File: config.mk
export PLATFORM = sky130hd
export DESIGN_NAME = mult_pipe_rv
export DESIGN_NICKNAME = d
export VERILOG_FILES = /design/src/rtl/mult_pkg.sv /design/src/rtl/mult_pipe_stage.sv /design/src/rtl/mult_pipe_rv.sv
export SDC_FILE = /design/constraint.sdc
export NUM_CORES = 2
export LEC_CHECK = 0
export BUFFER_PORTS_ARGS = -buffer_cell sky130_fd_sc_hd__buf_2
export CAP_MARGIN = 30
export CELL_PAD_IN_SITES_DETAIL_PLACEMENT = 0
export CELL_PAD_IN_SITES_GLOBAL_PLACEMENT = 1
export CORE_ASPECT_RATIO = 1.2
export CORE_MARGIN = 1.5
export CORE_UTILIZATION = 51
export CTS_BUF_LIST = sky130_fd_sc_hd__clkbuf_8 sky130_fd_sc_hd__clkbuf_16
export DETAILED_ROUTE_END_ITERATION = 12
export PLACE_DENSITY_LB_ADDON = 0.1
export SETUP_SLACK_MARGIN = 0.15
export SLEW_MARGIN = 0
export SYNTH_ARGS = -nofsm -noshare
export SYNTH_HDL_FRONTEND = slang
export SYNTH_SLANG_ARGS = --single-unit
File: constraint.sdc
create_clock -name clock -period 9.9 [get_ports clock]
set_input_delay 1.485 -clock clock [delete_from_list [all_inputs] [get_ports clock]]
set_output_delay 1.485 -clock clock [all_outputs]
set_load 0.01 [all_outputs]
File: src/rtl/mult_pkg.sv
// Shared types and helpers for the pipelined RV multiply unit.
package mult_pkg;

  // Multiply operation encoding as presented on in_func.
  typedef enum logic [1:0] {
    MUL    = 2'd0,
    MULH   = 2'd1,
    MULHSU = 2'd2,
    MULHU  = 2'd3
  } mul_func_t;

  // Widest operand the result selector handles; XLEN of any instance must not exceed it.
  localparam int MAX_XLEN = 64;

  // Picks the low half for MUL and the high half for the three MULH variants.
  // The product is passed zero-extended to the widest supported size, and the
  // caller truncates the returned value to its own XLEN.
  function automatic logic [MAX_XLEN-1:0] sel_result(
    input mul_func_t             func,
    input logic [2*MAX_XLEN-1:0] prod,
    input int                    xlen
  );
    logic [2*MAX_XLEN-1:0] hiPart;
    hiPart = prod >> xlen;
    if (func == MUL) begin
      return prod[MAX_XLEN-1:0];
    end
    return hiPart[MAX_XLEN-1:0];
  endfunction

endpackage

File: src/rtl/mult_pipe_stage.sv
// One shift-and-add step of the multiplier plus its pipeline register.
// The register carries valid, func, tag, branch mask and the running
// product/multiplicand/multiplier. Squash and branch-mask clear act here,
// on both the op entering the stage and the op held in it.
module mult_pipe_stage
  import mult_pkg::*;
#(
  parameter int XLEN      = 32,
  parameter int NUM_BITS  = 16,
  parameter int BMASK_W   = 8,
  parameter int TAG_W     = 6,
  parameter int CLR_PORTS = 2,
  localparam int PW       = 2 * XLEN,
  localparam int IDX_W    = $clog2(BMASK_W)
) (
  input  logic                            clock,
  input  logic                            reset_n,
  input  logic                            i_advance,
  input  logic                            i_valid,
  input  mul_func_t                       i_func,
  input  logic [TAG_W-1:0]                i_tag,
  input  logic [BMASK_W-1:0]              i_bmask,
  input  logic [PW-1:0]                   i_prod,
  input  logic [PW-1:0]                   i_mcand,
  input  logic [PW-1:0]                   i_mplier,
  input  logic                            i_squashEn,
  input  logic [IDX_W-1:0]                i_squashIdx,
  input  logic [CLR_PORTS-1:0]            i_clrEn,
  input  logic [CLR_PORTS-1:0][IDX_W-1:0] i_clrIdx,
  output logic                            o_valid,
  output mul_func_t                       o_func,
  output logic [TAG_W-1:0]                o_tag,
  output logic [BMASK_W-1:0]              o_bmask,
  output logic [PW-1:0]                   o_prod,
  output logic [PW-1:0]                   o_mcand,
  output logic [PW-1:0]                   o_mplier
);

  typedef struct packed {
    logic               valid;
    mul_func_t          func;
    logic [TAG_W-1:0]   tag;
    logic [BMASK_W-1:0] bmask;
    logic [PW-1:0]      prod;
    logic [PW-1:0]      mcand;
    logic [PW-1:0]      mplier;
  } mul_stage_t;

  mul_stage_t         r_stage;
  logic [PW-1:0]      w_partial;
  logic [PW-1:0]      w_prodNext;
  logic [PW-1:0]      w_mcandNext;
  logic [PW-1:0]      w_mplierNext;
  logic [BMASK_W-1:0] w_clrMask;
  logic               w_inKill;
  logic               w_holdKill;

  // Consume the low NUM_BITS of the multiplier; everything wraps at 2*XLEN.
  always_comb begin
    w_partial    = PW'(i_mplier[NUM_BITS-1:0]) * i_mcand;
    w_prodNext   = i_prod + w_partial;
    w_mcandNext  = i_mcand << NUM_BITS;
    w_mplierNext = i_mplier >> NUM_BITS;
  end

  // Merge all resolve ports into one mask of bits to drop.
  always_comb begin
    w_clrMask = '0;
    for (int j = 0; j < CLR_PORTS; j++) begin
      if (i_clrEn[j]) begin
        w_clrMask[i_clrIdx[j]] = 1'b1;
      end
    end
  end

  // Kill decisions use the mask before this cycle's clear, so squash wins.
  always_comb begin
    w_inKill   = i_squashEn && i_bmask[i_squashIdx];
    w_holdKill = i_squashEn && r_stage.bmask[i_squashIdx];
  end

  // Load the next op on advance, otherwise hold; squash and clear apply either way.
  always_ff @(posedge clock or negedge reset_n) begin
    if (!reset_n) begin
      r_stage <= '0;
    end else if (i_advance) begin
      r_stage.valid  <= i_valid && !w_inKill;
      r_stage.func   <= i_func;
      r_stage.tag    <= i_tag;
      r_stage.bmask  <= i_bmask & ~w_clrMask;
      r_stage.prod   <= w_prodNext;
      r_stage.mcand  <= w_mcandNext;
      r_stage.mplier <= w_mplierNext;
    end else begin
      r_stage.valid  <= r_stage.valid && !w_holdKill;
      r_stage.bmask  <= r_stage.bmask & ~w_clrMask;
    end
  end

  assign o_valid  = r_stage.valid;
  assign o_func   = r_stage.func;
  assign o_tag    = r_stage.tag;
  assign o_bmask  = r_stage.bmask;
  assign o_prod   = r_stage.prod;
  assign o_mcand  = r_stage.mcand;
  assign o_mplier = r_stage.mplier;

endmodule

File: src/rtl/mult_pipe_rv.sv
// Pipelined RV32M/RV64M multiplier (MUL, MULH, MULHSU, MULHU) with per-stage
// valid/tag/branch-mask, valid/ready on both ends and per-stage squash/clear.
// Optional build macro MULT_PIPE_PERF_CNT_EN adds perf_issued,
// perf_squashed and perf_stall_cycles counters.
module mult_pipe_rv
  import mult_pkg::*;
#(
  parameter int XLEN      = 32,
  parameter int NUM_STAGE = 4,
  parameter int BMASK_W   = 8,
  parameter int TAG_W     = 6,
  parameter int CLR_PORTS = 2
) (
  input  logic                                    clock,
  input  logic                                    reset_n,
  input  logic                                    in_valid,
  output logic                                    in_ready,
  input  logic [1:0]                              in_func,
  input  logic [XLEN-1:0]                         in_rs1,
  input  logic [XLEN-1:0]                         in_rs2,
  input  logic [BMASK_W-1:0]                      in_bmask,
  input  logic [TAG_W-1:0]                        in_tag,
  output logic                                    out_valid,
  input  logic                                    out_ready,
  output logic [XLEN-1:0]                         out_result,
  output logic [TAG_W-1:0]                        out_tag,
  output logic [BMASK_W-1:0]                      out_bmask,
  input  logic                                    squash_en,
  input  logic [$clog2(BMASK_W)-1:0]              squash_idx,
  input  logic [CLR_PORTS-1:0]                    clr_en,
  input  logic [CLR_PORTS-1:0][$clog2(BMASK_W)-1:0] clr_idx
`ifdef MULT_PIPE_PERF_CNT_EN
  ,
  output logic [31:0]                             perf_issued,
  output logic [31:0]                             perf_squashed,
  output logic [31:0]                             perf_stall_cycles
`endif
);

  localparam int PW       = 2 * XLEN;
  localparam int NUM_BITS = PW / NUM_STAGE;
  localparam int LAST     = NUM_STAGE - 1;

  typedef struct packed {
    logic               valid;
    mul_func_t          func;
    logic [TAG_W-1:0]   tag;
    logic [BMASK_W-1:0] bmask;
    logic [PW-1:0]      prod;
    logic [PW-1:0]      mcand;
    logic [PW-1:0]      mplier;
  } mul_stage_t;

  mul_stage_t              w_inOp;
  mul_stage_t              w_stage [NUM_STAGE];
  logic [NUM_STAGE-1:0]    w_adv;
  logic                    w_advAcc;
  logic                    w_lastKill;
  mul_func_t               w_inFunc;
  logic [2*MAX_XLEN-1:0]   w_prodWide;
  logic [MAX_XLEN-1:0]     w_resultWide;

  // Build the stage-0 operand set: rs1 signed for MULH/MULHSU, rs2 signed for MULH only.
  always_comb begin
    w_inFunc     = mul_func_t'(in_func);
    w_inOp       = '0;
    w_inOp.valid = in_valid;
    w_inOp.func  = w_inFunc;
    w_inOp.tag   = in_tag;
    w_inOp.bmask = in_bmask;
    w_inOp.prod  = '0;
    if (w_inFunc == MULH || w_inFunc == MULHSU) begin
      w_inOp.mcand = {{XLEN{in_rs1[XLEN-1]}}, in_rs1};
    end else begin
      w_inOp.mcand = {{XLEN{1'b0}}, in_rs1};
    end
    if (w_inFunc == MULH) begin
      w_inOp.mplier = {{XLEN{in_rs2[XLEN-1]}}, in_rs2};
    end else begin
      w_inOp.mplier = {{XLEN{1'b0}}, in_rs2};
    end
  end

  // A squash hitting the last stage hides its result this very cycle.
  always_comb begin
    w_lastKill = squash_en && w_stage[LAST].bmask[squash_idx];
    out_valid  = w_stage[LAST].valid && !w_lastKill;
  end

  // Bubble-collapsing advance chain, written as a running OR from the output back.
  always_comb begin
    w_adv    = '0;
    w_advAcc = !w_stage[LAST].valid || (out_valid && out_ready);
    w_adv[LAST] = w_advAcc;
    for (int i = LAST - 1; i >= 0; i--) begin
      w_advAcc = w_advAcc || !w_stage[i].valid;
      w_adv[i] = w_advAcc;
    end
  end

  assign in_ready = w_adv[0];

  genvar g;
  generate
    for (g = 0; g < NUM_STAGE; g++) begin : g_stage
      mul_stage_t w_prev;
      if (g == 0) begin : g_first
        assign w_prev = w_inOp;
      end else begin : g_rest
        assign w_prev = w_stage[g-1];
      end
      mult_pipe_stage #(
        .XLEN      (XLEN),
        .NUM_BITS  (NUM_BITS),
        .BMASK_W   (BMASK_W),
        .TAG_W     (TAG_W),
        .CLR_PORTS (CLR_PORTS)
      ) u_stage (
        .clock       (clock),
        .reset_n     (reset_n),
        .i_advance   (w_adv[g]),
        .i_valid     (w_prev.valid),
        .i_func      (w_prev.func),
        .i_tag       (w_prev.tag),
        .i_bmask     (w_prev.bmask),
        .i_prod      (w_prev.prod),
        .i_mcand     (w_prev.mcand),
        .i_mplier    (w_prev.mplier),
        .i_squashEn  (squash_en),
        .i_squashIdx (squash_idx),
        .i_clrEn     (clr_en),
        .i_clrIdx    (clr_idx),
        .o_valid     (w_stage[g].valid),
        .o_func      (w_stage[g].func),
        .o_tag       (w_stage[g].tag),
        .o_bmask     (w_stage[g].bmask),
        .o_prod      (w_stage[g].prod),
        .o_mcand     (w_stage[g].mcand),
        .o_mplier    (w_stage[g].mplier)
      );
    end
  endgenerate

  // Select the requested half of the finished product from the last stage.
  always_comb begin
    w_prodWide   = (2*MAX_XLEN)'(w_stage[LAST].prod);
    w_resultWide = sel_result(w_stage[LAST].func, w_prodWide, XLEN);
    out_result   = w_resultWide[XLEN-1:0];
    out_tag      = w_stage[LAST].tag;
    out_bmask    = w_stage[LAST].bmask;
  end

`ifdef MULT_PIPE_PERF_CNT_EN
  localparam int KCNT_W = $clog2(NUM_STAGE + 2);

  logic [KCNT_W-1:0] w_killCnt;

  // Number of ops destroyed by squash this cycle, in flight or being accepted.
  always_comb begin
    w_killCnt = '0;
    if (squash_en) begin
      for (int i = 0; i < NUM_STAGE; i++) begin
        if (w_stage[i].valid && w_stage[i].bmask[squash_idx]) begin
          w_killCnt = w_killCnt + KCNT_W'(1);
        end
      end
      if (in_valid && in_ready && in_bmask[squash_idx]) begin
        w_killCnt = w_killCnt + KCNT_W'(1);
      end
    end
  end

  // Free-running wrapping event counters.
  always_ff @(posedge clock or negedge reset_n) begin
    if (!reset_n) begin
      perf_issued       <= '0;
      perf_squashed     <= '0;
      perf_stall_cycles <= '0;
    end else begin
      if (in_valid && in_ready) begin
        perf_issued <= perf_issued + 32'd1;
      end
      perf_squashed <= perf_squashed + 32'(w_killCnt);
      if (out_valid && !out_ready) begin
        perf_stall_cycles <= perf_stall_cycles + 32'd1;
      end
    end
  end
`endif

endmodule

==> run metrics <==
worst rel slew slack=a little under a third; status=completed; GP Congestion=0.939; I/O Buffers=143; Hold Slack=between 0.4 and 0.5 ns; post_cts resized=0; row cnt=143; library cells used by synthesis=78; Synth Register Bits=424; Post-CTS Setup Bufs=0; ys flop type=dfrtp_1; hold_buf cts=0; Core ar.=127000 um^2; CP startpoint kind=flip-flop; # setup viols final=0; min cycle time layout=9.43 ns; unrepaired setup endpoints after global routing=false; CTS tree=built; CTS max path bufs=3; Syn Nets=9011; FILL cells=12000; area of the die=~130000 um^2; CP peak stage delay=0.84 ns; Synth Warn #=0; reg2reg start=g_stage[0].u_stage.o_mplier[5]; GRT Total Usage=29.9%; Max Freq=106 MHz; Worst Path Required=10.48 ns; number of remaining DRC errors=0; worst r2r dst=g_stage[1].u_stage.o_prod[63]; Layout area overhead=6.29%; routed vias=roughly 49000; worst-skew pair later-pin latency=0.67 ns; DR vias/cell=between 5 and 6; crit share post-route=approximately 95%; Starting Density=51.5%; first-pass GRT wire length=approximately 300000 um; die width=around 330 um; clock slew at reported path FFs=~0.06 ns; DP Wirelength=152000 um; Fin Setup TNS=0 ns; most frequent cell after synthesis=nand2_1; TritonCTS sink count=about 420; Post-Syn Instances=7284; Slew Viols, Final=0; Setup crit end kind=flip-flop; pin count of the biggest net entering global routing=between 100 and 150; EDFF count, synth=0; vias in the first global route=52000; most frequent CP cell=fa_1; worst hold path type=reg -> reg; mapped cell area=65400 um^2; fin nets=8978; final WL=189000 um; Avg WL per Cell=21.1 um; IO Count=144; hold path depth=2; top area cells in the synthesized netlist=fa_1 (39%), dfrtp_1 (16%), nand2_1 (9.6%), inv_1 (7.5%), ha_1 (7.1%); reg-to-reg slack, setup=0.47 ns; Yosys top cell area share=38.6%; asr flop ratio synth=100%; synthesized area per cell=8.98 um^2; dominant cell type by area after synthesis=fa_1; height of the die=395 um; CP Class=reg -> reg; post-route ant nets=0; Finished Cell Area=69500 um^2; Clock Tree Root=clkbuf_16; Initial DRC Count=2777; slew at the pin closest to its max-slew limit=just over 1 ns; Area after DPL=67800 um^2; commonest cells in the netlist=nand2_1 (1680), inv_1 (1309), fa_1 (1262); final core utilization=between 50 and 60%; Inserted Clock Buffers=51; Clock Skew=0.0273 ns; H-tree depth=2; Hold Startpoint=g_stage[2].u_stage.o_mcand[53]; post-synthesis sequential area ratio=16.2%; share of cells above drive strength 1=5.64%; antenna violations before repair=2; CP Max Fanout=18; Max Cap Violations=0; Hold Path Sink=g_stage[2].u_stage.o_mcand[53]; Worst Path Arrival=approximately 10 ns; worst r2r path cells=32; global route overflow=0; Final Hold Vio Count=0; CP max stage cell=dfrtp_1; drt pass-1 iters=5
## placed cells by master, fill, tap and decap left out, types with 24 or more instances in the layout
master,count
o21ai_0,164
fa_1,1262
a21o_1,103
nor2_1,177
nor3_1,39
clkbuf_16,51
and2_1,378
mux2_2,37
a21oi_1,295
ha_1,369
inv_1,1317
nand2_1,1677
dfrtp_1,421
o21a_1,33
xnor2_1,152
nand4_1,24
nand3_1,43
and3_1,26
xor2_1,86
buf_4,96
o21bai_1,36
buf_2,142
nand2b_1,35
## metal layers
metal  share of wire [%]  vias to the layer above  GRT usage (%)  wire length (um)
li1                    -                    22100              -                 -
met1                  41                    24800           39.2             77900
met2                  50                     1320           51.6             94800
met3                 4.6                      320           2.94              8670
met4                 4.0                        2           10.6              7470
met5              0.0069                        -              0                13
## cells by family after synthesis
kind of cell	share of synthesized area, %
adders and majority gates	45.7
xor gates and xnor gates	3.22
and+or+nand+nor	16.5
DFF	16.2
AOI/OAI and AO/OA	7.83
muxes	1.04
buffers and inverters	9.48
## worst max path at each step
stage | startpoint | end
detailed placement | g_stage[0].u_stage.o_mplier[3] | g_stage[1].u_stage.o_prod[63]
finish | g_stage[0].u_stage.o_mplier[5] | g_stage[1].u_stage.o_prod[63]
floorplan | g_stage[0].u_stage.o_mplier[7] | g_stage[1].u_stage.o_prod[63]
global placement | g_stage[0].u_stage.o_mplier[3] | g_stage[1].u_stage.o_prod[62]
CTS | g_stage[0].u_stage.o_mplier[3] | g_stage[1].u_stage.o_prod[63]
global route | g_stage[0].u_stage.o_mplier[5] | g_stage[1].u_stage.o_prod[63]
## through the flow
step | cells | setup WS, ns
after floorplan | 7284 | 1.65
after global placement | 8859 | 0.692
after detailed placement | 8861 | 0.578
after CTS | 8952 | 0.519
after global routing | 8957 | 0.165
final | 8957 | 0.474
## state kept, by name, indices dropped and copies added (netlist names)
name / count
g_stage.u_stage.o_tag: 24
g_stage.u_stage.o_prod: 256
g_stage.u_stage.o_func: 8
g_stage.u_stage.o_valid: 4
g_stage.u_stage.o_bmask: 32
g_stage.u_stage.o_mplier: 19
g_stage.u_stage.o_mcand: 81
## cell type report
cell class / instances / area [um^2] / area share, %
clock inverter: 35 / 333 / 0.479
clock buffer: 56 / 1350 / 1.93
tap: 1667 / 2090 / 3.00
sequential: 424 / 10600 / 15.3
timing repair buffer: 245 / 1600 / 2.31
antenna: 1 / 2.50 / 0.00360
multi-input combinational: 5220 / 48600 / 69.9
inverter: 1309 / 4920 / 7.07
## critical path, delay by kind of cell, from the launching register on
kind | cells | cell delay [ns]
AOI/OAI and AO/OA | 13 | 2.78
xor gates and xnor gates | 2 | 0.79
adders and majority gates | 8 | 3.74
buffers and inverters | 6 | 0.60
DFF | 1 | 0.84
and+or+nand+nor | 3 | 0.57
Power is left out: the tool's default activity adds up to more than one toggle a clock period on the data nets, which glitch-free logic cannot reach.
